<file path="src/rtl/reaction_timer_multi.sv">
`timescale 1ns/1ps
// reaction_timer_multi: multi-player reaction round (delay, stimulus, per-player timing),
// with false-start and timeout flags, winner selection and per-player best times.
module reaction_timer_multi #(
    parameter int NUM_PLAYERS = 2,
    parameter int TIME_WIDTH  = 14,
    parameter int TIMEOUT_MS  = 9999,
    parameter int WIN_W       = 3
) (
    input  logic                              clock,
    input  logic                              reset,
    input  logic                              rising_edge_1khz,
    input  logic                              start,
    input  logic [TIME_WIDTH-1:0]             delay_ms,
    input  logic [NUM_PLAYERS-1:0]            buttons,
    output logic                              stimulus,
    output logic                              busy,
    output logic                              done,
    output logic [NUM_PLAYERS*TIME_WIDTH-1:0] reaction_times,
    output logic [NUM_PLAYERS-1:0]            responded,
    output logic [NUM_PLAYERS-1:0]            false_start,
    output logic [NUM_PLAYERS-1:0]            timed_out,
    output logic [WIN_W-1:0]                  winner,
    output logic                              winner_valid,
    output logic [NUM_PLAYERS*TIME_WIDTH-1:0] best_times
);
    localparam int N = NUM_PLAYERS;
    localparam int W = TIME_WIDTH;
    localparam logic [W-1:0] TMO = W'(TIMEOUT_MS);

    typedef enum logic [1:0] {IDLE, WAIT, TEST, DONE} state_t;
    state_t state, state_n;

    // one counter: countdown while waiting, elapsed milliseconds while testing
    logic [W-1:0]   count;
    logic [N-1:0]   buttons_q, press, fs_n, new_resp, resp_n, to_set;
    logic [N*W-1:0] times_n;
    logic [WIN_W-1:0] win_n;
    logic [W-1:0]   win_t;
    logic           launch, wait_end, all_resp, expire, enter_done, found;

    assign press      = buttons & ~buttons_q;
    assign launch     = start && (state == IDLE || state == DONE);
    assign wait_end   = count == '0 || (rising_edge_1khz && count == W'(1));
    assign fs_n       = false_start | (state == WAIT ? press : '0);
    assign new_resp   = state == TEST ? press & ~false_start & ~responded : '0;
    assign resp_n     = responded | new_resp;
    assign all_resp   = &(resp_n | false_start);
    assign expire     = state == TEST && rising_edge_1khz && count == TMO && !all_resp;
    assign to_set     = expire ? ~false_start & ~resp_n : '0;
    assign enter_done = state_n == DONE && state != DONE;

    always_ff @(posedge clock) begin
        if (reset)
            state <= IDLE;
        else
            state <= state_n;
    end

    always_comb begin
        state_n = state == IDLE ? (launch ? WAIT : IDLE) :
                  state == WAIT ? (&fs_n ? DONE : wait_end ? TEST : WAIT) :
                  state == TEST ? (all_resp || expire ? DONE : TEST) :
                                  (launch ? WAIT : DONE);
    end

    always_comb begin
        stimulus = state == TEST;
        busy     = state == WAIT || state == TEST;
        done     = state == DONE;
    end

    always_comb begin
        times_n = reaction_times;
        for (int i = 0; i < N; i++)
            if (new_resp[i])
                times_n[i*W +: W] = count;
            else if (to_set[i])
                times_n[i*W +: W] = TMO;
    end

    // strict less-than keeps the lowest index on ties
    always_comb begin
        win_n = '0;
        win_t = '0;
        found = 1'b0;
        for (int i = 0; i < N; i++)
            if (resp_n[i] && (!found || times_n[i*W +: W] < win_t)) begin
                win_n = WIN_W'(i);
                win_t = times_n[i*W +: W];
                found = 1'b1;
            end
    end

    always_ff @(posedge clock) begin
        if (reset) begin
            count          <= '0;
            reaction_times <= '0;
            responded      <= '0;
            false_start    <= '0;
            timed_out      <= '0;
            winner         <= '0;
            winner_valid   <= 1'b0;
            best_times     <= '1;
            buttons_q      <= '0;
        end else begin
            // history cleared on start so a button already held counts as a press
            buttons_q <= launch ? '0 : buttons;
            if (launch) begin
                count          <= delay_ms;
                reaction_times <= '0;
                responded      <= '0;
                false_start    <= '0;
                timed_out      <= '0;
                winner         <= '0;
                winner_valid   <= 1'b0;
            end else begin
                if (state == WAIT)
                    count <= wait_end ? '0 : count - W'(rising_edge_1khz);
                if (state == TEST)
                    count <= count + W'(rising_edge_1khz && count != TMO);
                false_start    <= fs_n;
                responded      <= resp_n;
                timed_out      <= timed_out | to_set;
                reaction_times <= times_n;
                if (enter_done) begin
                    winner       <= win_n;
                    winner_valid <= |resp_n;
                    for (int i = 0; i < N; i++)
                        if (resp_n[i] && times_n[i*W +: W] < best_times[i*W +: W])
                            best_times[i*W +: W] <= times_n[i*W +: W];
                end
            end
        end
    end
endmodule

</file>
<file path="config.mk">
export PLATFORM = sky130hd
export DESIGN_NAME = reaction_timer_multi
export DESIGN_NICKNAME = d
export VERILOG_FILES = /design/src/rtl/reaction_timer_multi.sv
export SDC_FILE = /design/constraint.sdc
export NUM_CORES = 1
export LEC_CHECK = 0
export CORE_AREA = 3 3 112 114
export CTS_CLUSTER_DIAMETER = 150
export DETAILED_ROUTE_END_ITERATION = 16
export DIE_AREA = 0 0 115 117
export HOLD_SLACK_MARGIN = 0.15
export PLACE_DENSITY = 0.77
export SYNTH_ARGS = -nofsm -noshare
export SYNTH_HDL_FRONTEND = slang
export SYNTH_SLANG_ARGS = --single-unit
</file>
<file path="constraint.sdc">
create_clock -name clock -period 5.6 [get_ports clock]
set_input_delay 0.84 -clock clock [delete_from_list [all_inputs] [get_ports clock]]
set_output_delay 0.84 -clock clock [all_outputs]
set_load 0.03 [all_outputs]
</file>
==> results.txt, run 1 <==
The length of the first detailed-routing pass in iterations came out at 5. Power spread over the standard cell area amounts to between 300 and 400 nW/µm². The worst path needs between 4000 and 5000 ps of the cycle, external delays included.

The routed wire length came out at about 18000 µm. The run finished with clean final reports. The instance count of the mapped netlist came out at between 600 and 700. The depth of the most critical reg-to-reg path came out at 12.

The post-synthesis area per instance is ~7.7 µm². Counting the fill cells in the layout gives 1061. In this run the most critical hold path is launched from timed_out[1]. The endpoint of the worst hold-timing path is timed_out[1].

In the layout the commonest cells are sky130_fd_sc_hd__nand2_1 (86), sky130_fd_sc_hd__clkdlybuf4s50_1 (86), sky130_fd_sc_hd__dfxtp_1 (82). Setup repair after global routing left no endpoint under its margin. STA classifies the critical path startpoint as a flip-flop. Net switching is 44.4% of the power. The final RePlAce weighted congestion is about 0.97.

The fmax is 203 MHz. The largest net degree at the start of global routing came out at 39. At the placement stage, the worst setup path has a slack of 563 ps. The largest single stage delay on the critical path is between 600 and 700 ps.

The number of cells on the worst hold path is 2. The synthesized design contains 0 enable-type register cells. The worst path required time came out at 5860 ps. The number of hold violations in the final report is 0. The total chip power came out at 2.59 mW. The quantity of hold-fixing buffers added after cts came out at 0. Routed signal wires occupy layers up through met4.

Along the worst path, the maximum fanout reaches 14. The TritonCTS clock tree is done. The total number of vias came out at about 5400. On the final layout, the worst hold slack is slightly above 500 ps. The starting DRC count in detailed routing came out at roughly 540. The number of nets in the layout came out at 807. The post-cts resize count came out at 0. The floorplan step set the die width to between 100 and 150 µm. Ranked by total cell area, the synthesized netlist is headed by sky130_fd_sc_hd__dfxtp_1 (32%), sky130_fd_sc_hd__ha_1 (11%), sky130_fd_sc_hd__nand2_1 (6.2%). The per-cell routed wire length is roughly 20 µm.

The final non-filler cell total is 888. The area inside the core boundary is between 10000 and 15000 µm². The cell-internal power is roughly 1.4 mW. The final sum of negative setup slack is 0 ps. Counting stages on the worst path, the most repeated cell is sky130_fd_sc_hd__o21ai_0. The buffer levels on the longest clock path came out at 2. After global routing the overflow that remains totals 0. The leakage power figure is 2.91 nW. The number of maximum-capacitance violations is 0. The min-delay analysis places its worst path in the category flip-flop to flip-flop. The clock network fraction of total power is 24.2%. After clock tree synthesis, the clock-pin slew on the worst setup and hold paths is 70 ps.

The critical path class is flip-flop to flip-flop. STA classifies the critical path endpoint as a flip-flop. The area fraction of the dominant cell type after synthesis came out at around a third.

The slack of the worst reg-to-reg path is 670 ps. The clock latency at the later pin of the worst-skew pair is approximately 350 ps. Across every metal layer, demand over resource in global routing totals roughly a quarter. The smallest setup slack after layout came out at around 670 ps. The H-tree level count is 3. Summing the sequential cell areas from Yosys gives a little under a third of the chip area. The sum of net half-perimeters after detailed placement came out at approximately 13000 µm. The number of pins exceeding their max-slew limit in the final report came out at 0.

The cell type with the highest aggregate area in the netlist is sky130_fd_sc_hd__dfxtp_1. The first-pass GRT wire length is approximately 28000 µm. The number of setup buffers added after CTS is 0. The number of remaining DRC errors came out at 0. The via count of the first global-routing pass came out at about 5500.

On the final layout, the worst clock skew is around 9.1 ps. In the routed layout, each cell is associated on average with a via count of around 6.0. The number of antenna violations at the first check in global routing came out at 0.

The async set-reset flop share out of synthesis is 0%. The die is 117 µm tall. The TritonCTS sink count came out at slightly above 80. The number of buffers and inverters on the critical path came out at 1. For this run, the number of Yosys warnings is 0. The repair_antennas step left the layout with diodes totalling 0. The quantity of I/O buffers inserted on ports is 86. The count of endpoints failing setup in the final report is 0. After synthesis the netlist holds a flip-flop and latch count of 82.

The length of routed wiring on met1 is 7380 µm. For this design, the slowest cell found on the critical path is sky130_fd_sc_hd__or4_1. The placed instance count is approximately 870. The worst-margin pin slew came out at 968 ps. The post-synthesis instance area came out at just over 5000 µm².

The die covers approximately 13000 µm². The number of antenna-violating nets in the routed design is 0. The combinational share of power is 45.3%.

Summed over all nets, wire length on met2 after detailed routing comes to roughly 8400 µm. The tree is rooted in a sky130_fd_sc_hd__clkbuf_16. The boundary pin count is 89. TritonCTS created 9 clock buffers.

The flip-flop and latch area came out at 1640 µm². The number of different library cells used by synthesis comes to 67. In this run the critical register-to-register path is launched from count[4].

The critical path goes through buf_4 > or4_1 > nor4_1 > and2_1 > o21ai_0 > ha_1 > o2111a_1 > o21ai_0 > a2111oi_0 > o31a_1 > or3_1 > mux2i_1. The initial standard-cell utilization of the core is between 40 and 50%. In this design, the largest share of critical-path delay is due to simple AND/OR/NAND/NOR gates. The relative max-transition margin is around a third. The data arrival at the endpoint of the critical path came out at about 5200 ps. The prevailing post-synth register cell is sky130_fd_sc_hd__dfxtp_1. Sequential cells burn between 30% and 40% of the power.

The area growth from synthesis to layout came out at 25.1%. The worst-case vdd ir drop is between 0.2 and 0.25 mV. The routed length on met3 came out at between 1000 and 1500 µm.

The multi-input combinational cells in the finished layout cover a total of roughly 3200 µm². The row count is 39. The net switching power figure is 1.15 mW. The final period utilization is 88.1%.

The worst register-to-register path ends at best_times[1]. Of the cells placed in the final design, the portion with a size suffix greater than 1 is around 5.5%.
[cells in the mapped netlist, types with 3 or more instances]
cell type                   instances
sky130_fd_sc_hd__nand2_1           86
sky130_fd_sc_hd__dfxtp_1           82
sky130_fd_sc_hd__nor2_1            63
sky130_fd_sc_hd__o21ai_0           49
sky130_fd_sc_hd__ha_1              47
sky130_fd_sc_hd__clkbuf_1          40
sky130_fd_sc_hd__a21oi_1           38
sky130_fd_sc_hd__inv_1             37
sky130_fd_sc_hd__and2_1            26
sky130_fd_sc_hd__a31oi_1           17
sky130_fd_sc_hd__nand3_1           13
sky130_fd_sc_hd__nor4_1            12
sky130_fd_sc_hd__nor3_1            11
sky130_fd_sc_hd__mux2i_1           10
sky130_fd_sc_hd__nand4_1            9
sky130_fd_sc_hd__o31a_1             9
sky130_fd_sc_hd__and3_1             8
sky130_fd_sc_hd__a211o_1            7
sky130_fd_sc_hd__o311ai_0           7
sky130_fd_sc_hd__a21o_1             6
sky130_fd_sc_hd__nor2b_1            6
sky130_fd_sc_hd__o22ai_1            6
sky130_fd_sc_hd__nand2b_1           5
sky130_fd_sc_hd__a2111oi_0          4
sky130_fd_sc_hd__a22oi_1            4
sky130_fd_sc_hd__a311oi_1           4
sky130_fd_sc_hd__a211oi_1           3
sky130_fd_sc_hd__a221oi_1           3
sky130_fd_sc_hd__nor4b_1            3
sky130_fd_sc_hd__o2111a_1           3
sky130_fd_sc_hd__xnor2_1            3
[layout make-up]
class / count / area share [%]
well taps: 143 / 2.76
flip-flops and latches: 82 / 25.3
clock inverters: 6 / 1.12
clock buffers: 10 / 3.69
repair buffers: 104 / 15.4
multi-input cells: 505 / 49.5
inverters: 38 / 2.20
[worst max-delay path by stage]
| stage | slack, ps | from | to | cells after the start |
|---|---|---|---|---|
| 2_1_floorplan | 1600 | state[0] | best_times[6] | 17 |
| 3_3_place_gp | 830 | rising_edge_1khz | best_times[2] | 12 |
| 3_5_place_dp | 560 | rising_edge_1khz | best_times[1] | 12 |
| 4_1_cts | 790 | count[4] | best_times[1] | 12 |
| 5_1_grt | 310 | count[4] | best_times[1] | 12 |
| 6_report | 670 | count[4] | best_times[1] | 12 |
[registers in the layout, summed over array words and instances (netlist names)]
signal / cells
false_start: 2
state: 2
best_times: 28
buttons_q: 2
responded: 2
count: 14
winner_valid: 1
timed_out: 2
winner: 1
reaction_times: 28
[through the flow]
stage | util [%] | instance area, µm²
after floorplan | - | 5190
after global placement | 53.6 | 6170
after detailed placement | 53.6 | 6170
after CTS | 56.3 | 6480
after global routing | 56.3 | 6480
final | 56.3 | 6480
[per-layer routing]
metal | track usage (%) | up-vias
met5 | 0 | -
met4 | 10.2 | 0
met3 | 6.79 | 49
met2 | 44.4 | 239
met1 | 32.7 | 2534
li1 | - | 2544
[power groups by stage]
stage / Sequential, mW / Combinational [mW] / Clock [mW]
6_report: 0.791 / 1.17 / 0.627
5_1_grt: 0.803 / 1.28 / 0.655
4_1_cts: 0.785 / 1.15 / 0.633
3_5_place_dp: 0.798 / 1.14 / 0
3_3_place_gp: 0.795 / 1.12 / 0
2_1_floorplan: 0.780 / 0.773 / 0
[worst min-delay path, delay by kind of cell (launching register included)]
| kind | cells | cell delay, ps |
|---|---|---|
| simple gates | 2 | 130 |
| flops | 1 | 340 |
[kinds of logic after synthesis]
kind of cell	count (synthesis)	synth area share (%)
XOR/XNOR	5	0.845
other	1	0.0724
AO/OA/AOI/OAI	181	23.1
adder cells (fa/ha/maj)	47	11.3
flip-flops	82	31.7
multiplexers	12	2.37
AND/OR/NAND/NOR	258	24.2
buffers and inverters	84	6.42
(Power assumes the default switching activity.)
==> run 2: changes to the inputs <==
--- a/config.mk
+++ b/config.mk
@@ -5,10 +5,10 @@
 export SDC_FILE = /design/constraint.sdc
 export NUM_CORES = 1
 export LEC_CHECK = 0
-export CORE_AREA = 3 3 112 114
+export CORE_AREA = 3 3 107 119
 export CTS_CLUSTER_DIAMETER = 150
 export DETAILED_ROUTE_END_ITERATION = 16
-export DIE_AREA = 0 0 115 117
+export DIE_AREA = 0 0 110 122
 export HOLD_SLACK_MARGIN = 0.15
 export PLACE_DENSITY = 0.77
 export SYNTH_ARGS = -nofsm -noshare
==> run 2 against run 1 <==
Against the previous run: cell count is 0.34% higher; non-clock buffer count is 4 lower; register-to-register slack better by 130 ps; largest power group unchanged; sequential cell count stayed put; count of clock-buffer cells in the layout is 1 lower; critical endpoint unchanged; via count is 0.60% higher; sequential power hardly changed; worst setup slack better by 130 ps; hold slack worse by 35 ps; global-route usage is 0.67 points lower; core utilization is 0.40 points lower.
==> results.txt, run 2 (synthesized netlist as in run 1, its figures left out) <==
The startpoint kind of the worst setup timing path is a flip-flop. The clock-pin slew on the worst setup and hold paths is 70 ps (about the same). The sequential fraction of design power came out at 31.0% (+0.5 points). Setup repair after global routing left no endpoint under its margin.

The cell-internal power was 1.42 mW (-1.5%). The number of vias per cell after detailed routing came out at 6.06 (+0.26%). The per-cell routed wire length is 19.3 µm (-2.3%). The number of maximum-capacitance violations came out at 0 (unchanged). The maximum net fanout on the critical path came out at 14 (unchanged).

The clock network fraction of total power came out at 23.8% (-0.4 points). The quantity of I/O buffers inserted on ports was 86 (unchanged). The die footprint came out at 13400 µm² (-0.26%).

The number of hold violations in the final report is 0 (unchanged). STA classifies the critical path endpoint as a flip-flop. The minimum period implied by the final worst setup slack is 4810 ps (-127 ps).

The placed instance count is 875 (+0.34%). The worst-margin pin slew came out at 872 ps (-96.2 ps). The initial standard-cell utilization of the core came out at 44.9% (-0.10 points). The starting DRC count in detailed routing is 414 (-24%). The smallest setup slack after layout was 794 ps (+127 ps). The multi-input gate area in the final layout is 3210 µm² (unchanged). The data arrival at the endpoint of the critical path is 5070 ps (-130 ps). The fraction of final layout cells with drive strength greater than 1 is 4.99% (-0.51 points). The TritonCTS sink count came to 82 (unchanged). The post-cts resize count is 0 (unchanged).

The final non-filler cell total is 891 (+0.34%). The via count of the first global-routing pass is 5193 (-5.0%). The minimum setup slack after placement is 683 ps (+120 ps).

The final RePlAce weighted congestion came out at 0.959 (-1.1%). The diode insertion count for antenna repair is 0 (unchanged). The final sum of negative setup slack came out at 0 ps (unchanged). The count of endpoints failing setup in the final report is 0 (unchanged). The source of the worst register-to-register timing path is count[4]. The net switching power figure is 1.13 mW (-1.4%). The length of routed wiring on met1 came out at 7050 µm (-4.5%).

The final clock skew is 7.82 ps (-1.30 ps). The flip-flop and latch area came to 1640 µm² (unchanged). The routed length on met3 is 1270 µm (-2.6%). The number of pins exceeding their max-slew limit in the final report came to 0 (unchanged). The slack of the worst reg-to-reg path is 790 ps (+130 ps). The length of the first detailed-routing pass in iterations is 6 (+1).

The worst-case vdd ir drop is 0.218 mV (+7.7%). The first-pass GRT wire length came out at 26800 µm (-3.3%). The sum of net half-perimeters after detailed placement came out at 12400 µm (-2.9%).

The number of fillers in the final layout is 1086 (+2.4%). The largest net degree at the start of global routing is 39 (unchanged). The worst hold-check slack is 477 ps (-34.5 ps). The flow ran to the end, and the final reports show no timing, DRC or antenna violations. The number of antenna-violating nets in the routed design was 0 (unchanged).

The die outline width came out at 110 µm (-4.3%). The clock latency at the later pin of the worst-skew pair is 340 ps (about the same). The final core utilization is 55.9% (-0.40 points). The total number of vias came out at 5398 (+0.60%). The total overflow reported by the global router came out at 0 (unchanged).

Routed signal wires occupy layers up through met4. The tree is rooted in a sky130_fd_sc_hd__clkbuf_16. The boundary pin count came out at 89 (unchanged).

The largest registers in the layout are best_times: 28 flops, reaction_times: 28 flops, count: 14 flops. The CTS buffer count was 9 (unchanged). The worst hold path begins at timed_out[1]. The number of nets in the layout is 803 (-0.50%). The overall global routing resource usage is 25.8% (-0.67 points).

The final period utilization was 85.8% (-2.3 points). The area growth from synthesis to layout is 24.5%. The combinational share of power is 45.2% (about the same). The worst path required time came out at 5860 ps (about the same). The area inside the core boundary is 11500 µm² (+0.23%). The TritonCTS clock tree is done. In the layout the commonest cells are sky130_fd_sc_hd__nand2_1 (86), sky130_fd_sc_hd__clkdlybuf4s50_1 (86), sky130_fd_sc_hd__dfxtp_1 (82). The fmax came out at 208 MHz (+2.6%). The endpoint identified for the worst register-to-register timing path is best_times[1]. The depth of the most critical reg-to-reg path came out at 12 (unchanged). The number of antenna violations at the first check in global routing is 0 (unchanged).

The number of post-CTS setup repair buffers is 0 (unchanged). The routed wire length came out at 17200 µm (-2.0%). The number of cells on the worst hold path was 2 (unchanged). The leakage power figure came out at 2.88 nW (-0.99%). The switching share of power came out at 44.4% (about the same).

The worst hold path class is flip-flop to flip-flop. The relative max-transition margin is 41.3% (+6.5 points). The buffer levels on the longest clock path is 2 (unchanged). The H-tree level count came out at 3 (unchanged).

The die outline height was 122 µm (+4.3%). The row count came out at 41 (+5.1%). The endpoint of the worst hold-timing path is timed_out[1]. The number of remaining DRC errors is 0 (unchanged). The quantity of hold-fixing buffers added after cts came out at 0 (unchanged).

The detailed route wirelength on metal2 is 8470 µm (+1.1%). The critical path in this run is classified as flip-flop to flip-flop. The ratio of total power to cell area is 396 nW/µm² (-0.95%).
==> run 2: worst max-delay path by stage <==
stage	startpoint	cells past startpoint	to
finish	count[4]	12	best_times[1]
global route	count[6]	11	best_times[1]
floorplan	state[0]	17	best_times[6]
global placement	rising_edge_1khz	12	best_times[3]
CTS	count[4]	12	best_times[1]
detailed placement	rising_edge_1khz	12	best_times[1]
==> run 2: cell type report <==
type	count	area share, %
multi-input cells	505	49.8
repair buffers	100	15.0
well taps	150	2.91
clock inverters	7	1.18
inverters	38	2.21
clock buffers	9	3.49
flip-flops and latches	82	25.4
==> run 2: power by group through the flow <==
stage	Sequential (mW)	Combinational, mW	Clock [mW]
floorplan	0.780	0.773	0
global placement	0.795	1.10	0
detailed placement	0.797	1.13	0
CTS	0.786	1.13	0.612
global route	0.803	1.25	0.640
finish	0.792	1.15	0.608
==> run 2: per-stage QoR <==
step	area, µm²	power, mW
finish	6450	2.55
global route	6450	2.69
CTS	6450	2.53
detailed placement	6150	1.92
global placement	6150	1.90
floorplan	5190	1.55
==> run 2: per-layer routing <==
| metal | up-vias | GRT usage, % |
|---|---|---|
| met2 | 243 | 43.3 |
| met5 | - | 0 |
| met4 | 0 | 9.74 |
| li1 | 2548 | - |
| met1 | 2568 | 32.6 |
| met3 | 39 | 4.72 |
==> run 2: worst max-delay path, cell delays in order, from the launching register on <==
cell and delay (ps):
sky130_fd_sc_hd__dfxtp_1 300, sky130_fd_sc_hd__buf_4 190, sky130_fd_sc_hd__or4_1 670, sky130_fd_sc_hd__nor4_1 570, sky130_fd_sc_hd__and2_1 450, sky130_fd_sc_hd__o21ai_0 280, sky130_fd_sc_hd__ha_1 370, sky130_fd_sc_hd__o2111a_1 190
sky130_fd_sc_hd__o21ai_0 70, sky130_fd_sc_hd__a2111oi_0 430, sky130_fd_sc_hd__o31a_1 340, sky130_fd_sc_hd__or3_1 590, sky130_fd_sc_hd__mux2i_1 260
==> run 3: changes to the inputs <==
--- a/config.mk
+++ b/config.mk
@@ -10,7 +10,7 @@
 export DETAILED_ROUTE_END_ITERATION = 16
 export DIE_AREA = 0 0 110 122
 export HOLD_SLACK_MARGIN = 0.15
-export PLACE_DENSITY = 0.77
+export PLACE_DENSITY = 0.8
 export SYNTH_ARGS = -nofsm -noshare
 export SYNTH_HDL_FRONTEND = slang
 export SYNTH_SLANG_ARGS = --single-unit
==> constraint.sdc (replaced) <==
create_clock -name clock -period 4 [get_ports clock]
set_input_delay 0.6 -clock clock [delete_from_list [all_inputs] [get_ports clock]]
set_output_delay 0.6 -clock clock [all_outputs]
set_load 0.03 [all_outputs]
==> run 3 against run 2 <==
Against the previous run: sequential power increased by 30%; clock power increased by 32%; worst setup slack got worse by 490 ps; cell area increased by 6.2%; via count increased by 4.5%; core utilization increased by 3.5 points; register-to-register slack got worse by 490 ps; critical path depth unchanged; critical path type unchanged; largest cell class unchanged; largest power group unchanged; highest routed layer unchanged.
==> results.txt, run 3 (synthesized netlist as in run 1, its figures left out) <==
The flow ran to the end, and the final reports show no timing, DRC or antenna violations. The worst path required time is 4260 ps (-1600 ps). The final RePlAce weighted congestion is 1.02 (+5.9%).

The buffer levels on the longest clock path is 2 (unchanged). The flip-flop and latch area came out at 1640 µm² (unchanged). The quantity of I/O buffers inserted on ports is 86 (unchanged). The overall global routing resource usage is 28.5% (+2.7 points). The worst-margin pin slew is 899 ps (+27.0 ps).

The startpoint kind of the worst setup timing path is a flip-flop. The combinational share of power is 50.6% (+5.4 points). The number of hold violations in the final report is 0 (unchanged).

In this run the critical register-to-register path is launched from count[4]. The final period utilization was 92.5% (+6.7 points). The tree is rooted in a sky130_fd_sc_hd__clkbuf_16. The multi-input gate area in the final layout is 3240 µm² (+0.78%).

The critical path class is flip-flop to flip-flop. The die footprint is 13400 µm² (unchanged). The leakage power figure is 3.16 nW (+9.5%).

The die outline width is 110 µm (unchanged). The number of pins exceeding their max-slew limit in the final report is 0 (unchanged). The cell-internal power is 2.09 mW (+47%).

The number of maximum-capacitance violations came out at 0 (unchanged). The sequential fraction of design power is 27.8% (-3.2 points). The largest net degree at the start of global routing came to 38 (-2.6%). The worst hold path begins at timed_out[0]. The row count is 41 (unchanged). The net switching power figure came out at 1.63 mW (+44%).

The sum of net half-perimeters after detailed placement came to 14100 µm (+14%). The clock network fraction of total power is 21.6% (-2.2 points). The worst-case vdd ir drop is 0.267 mV (+22%). The area inside the core boundary came out at 11500 µm² (unchanged). The number of nets in the layout came to 854 (+6.4%). The data arrival at the endpoint of the critical path came to 3960 ps (-1110 ps). The number of fillers in the final layout came out at 1059 (-2.5%).

The initial standard-cell utilization of the core was 44.9% (unchanged). The final sum of negative setup slack came to 0 ps (unchanged). The count of endpoints failing setup in the final report is 0 (unchanged). Relative to the synthesized area, the layout overhead comes to 32.3%. The diode insertion count for antenna repair came out at 0 (unchanged). The length of the first detailed-routing pass in iterations is 5 (-1). The total number of vias is 5639 (+4.5%). The routed wire length was 18800 µm (+9.0%). The per-cell routed wire length came out at 19.9 µm (+3.1%). The relative max-transition margin came out at 40.1% (-1.3 points). The number of vias per cell after detailed routing is 5.99 (-1.2%). The first-pass GRT wire length came out at 29200 µm (+8.9%). The clock latency at the later pin of the worst-skew pair came out at 350 ps (about the same). The worst hold path belongs to the class flip-flop to flip-flop. The fmax came out at 270 MHz (+30%).

The number of remaining DRC errors is 0 (unchanged). The final core utilization came out at 59.4% (+3.5 points). The maximum net fanout on the critical path came out at 8 (-6).

The ratio of total power to cell area came to 543 nW/µm² (+37%). The starting DRC count in detailed routing came out at 538 (+30%). The most critical setup path has its startpoint at count[4].

The total overflow reported by the global router is 0 (unchanged). The final clock skew is 6.51 ps (-1.31 ps). TritonCTS built the clock tree. The via count of the first global-routing pass is 5557 (+7.0%). Setup repair after global routing left no endpoint under its margin. The total chip power is 3.72 mW (+46%). STA classifies the critical path endpoint as a flip-flop. The H-tree level count is 3 (unchanged). The CTS buffer count is 9 (unchanged). The die outline height is 122 µm (unchanged). The boundary pin count is 89 (unchanged). The largest registers in the layout are best_times: 28 flops, reaction_times: 28 flops, count: 14 flops. The switching share of power is 43.8% (-0.61 points). The number of antenna-violating nets in the routed design came to 0 (unchanged). The clock-pin slew on the worst setup and hold paths is 60 ps (about the same).

The minimum period implied by the final worst setup slack came to 3700 ps (-1110 ps). The number of post-CTS setup repair buffers is 0 (unchanged). The library cells used most frequently in the layout, excluding fill and tap cells, are sky130_fd_sc_hd__nand2_1 (86), sky130_fd_sc_hd__clkdlybuf4s50_1 (86), sky130_fd_sc_hd__dfxtp_1 (82). The TritonCTS sink count is 82 (unchanged). The fraction of final layout cells with drive strength greater than 1 came to 11.7% (+6.7 points). The number of antenna violations at the first check in global routing came out at 0 (unchanged).
==> run 3: final cells by class <==
| cell class | instances | share of cell area [%] |
|---|---|---|
| multi-input combinational | 505 | 47.2 |
| sequential | 82 | 24.0 |
| timing repair buffer | 151 | 19.9 |
| clock buffer | 14 | 4.00 |
| tap | 150 | 2.74 |
| inverter | 38 | 2.08 |
| clock inverter | 2 | 0.146 |
==> run 3: worst paths after layout <==
path                         to  depth (start not counted)  slack (ps)
hold reg to reg    timed_out[0]                          2         470
setup / recovery  best_times[8]                         12         300
hold / removal     timed_out[0]                          2         470
setup reg to reg  best_times[8]                         12         300
==> run 3: routing by layer <==
metal,vias to the layer above,wire [µm],track usage [%]
met4,0,750,13.0
li1,2653,-,-
met3,62,1440,4.72
met1,2661,7540,36.3
met2,263,9030,46.7
met5,-,0,0
==> run 3: power groups by stage <==
stage	sequential [mW]	combinational (mW)	clock (mW)
3_5_place_dp	1.04	1.82	0
5_1_grt	1.05	2.03	0.849
6_report	1.03	1.88	0.805
3_3_place_gp	1.04	1.78	0
2_1_floorplan	1.09	1.08	0
4_1_cts	1.03	1.84	0.813
==> run 3: metrics by stage <==
stage	setup WS (ps)	cells	hold WS (ps)	area, µm²
2_1_floorplan	0.857	671	571	5190
3_3_place_gp	-61.3	926	462	6550
3_5_place_dp	-75.8	926	459	6550
4_1_cts	30.7	942	472	6830
5_1_grt	13.5	942	494	6850
6_report	300	942	471	6850
==> run 3: worst max-delay path: stages (launching register included) <==
cell                       delay [ps]
sky130_fd_sc_hd__dfxtp_1          320
sky130_fd_sc_hd__or4_4            590
sky130_fd_sc_hd__nor4_2           310
sky130_fd_sc_hd__buf_4            170
sky130_fd_sc_hd__and2_1           250
sky130_fd_sc_hd__o21ai_0          210
sky130_fd_sc_hd__ha_1             350
sky130_fd_sc_hd__a31oi_1          240
sky130_fd_sc_hd__nand4b_1         140
sky130_fd_sc_hd__o31a_1           280
sky130_fd_sc_hd__or3_4            410
sky130_fd_sc_hd__buf_12           170
sky130_fd_sc_hd__mux2i_1          180
==> run 3: what timing repair did <==
item	4_1_cts	5_1_grt
hold buffers	0	0
pin swaps	0	0
setup endpoints to repair	1	28
gates resized for setup	1	6
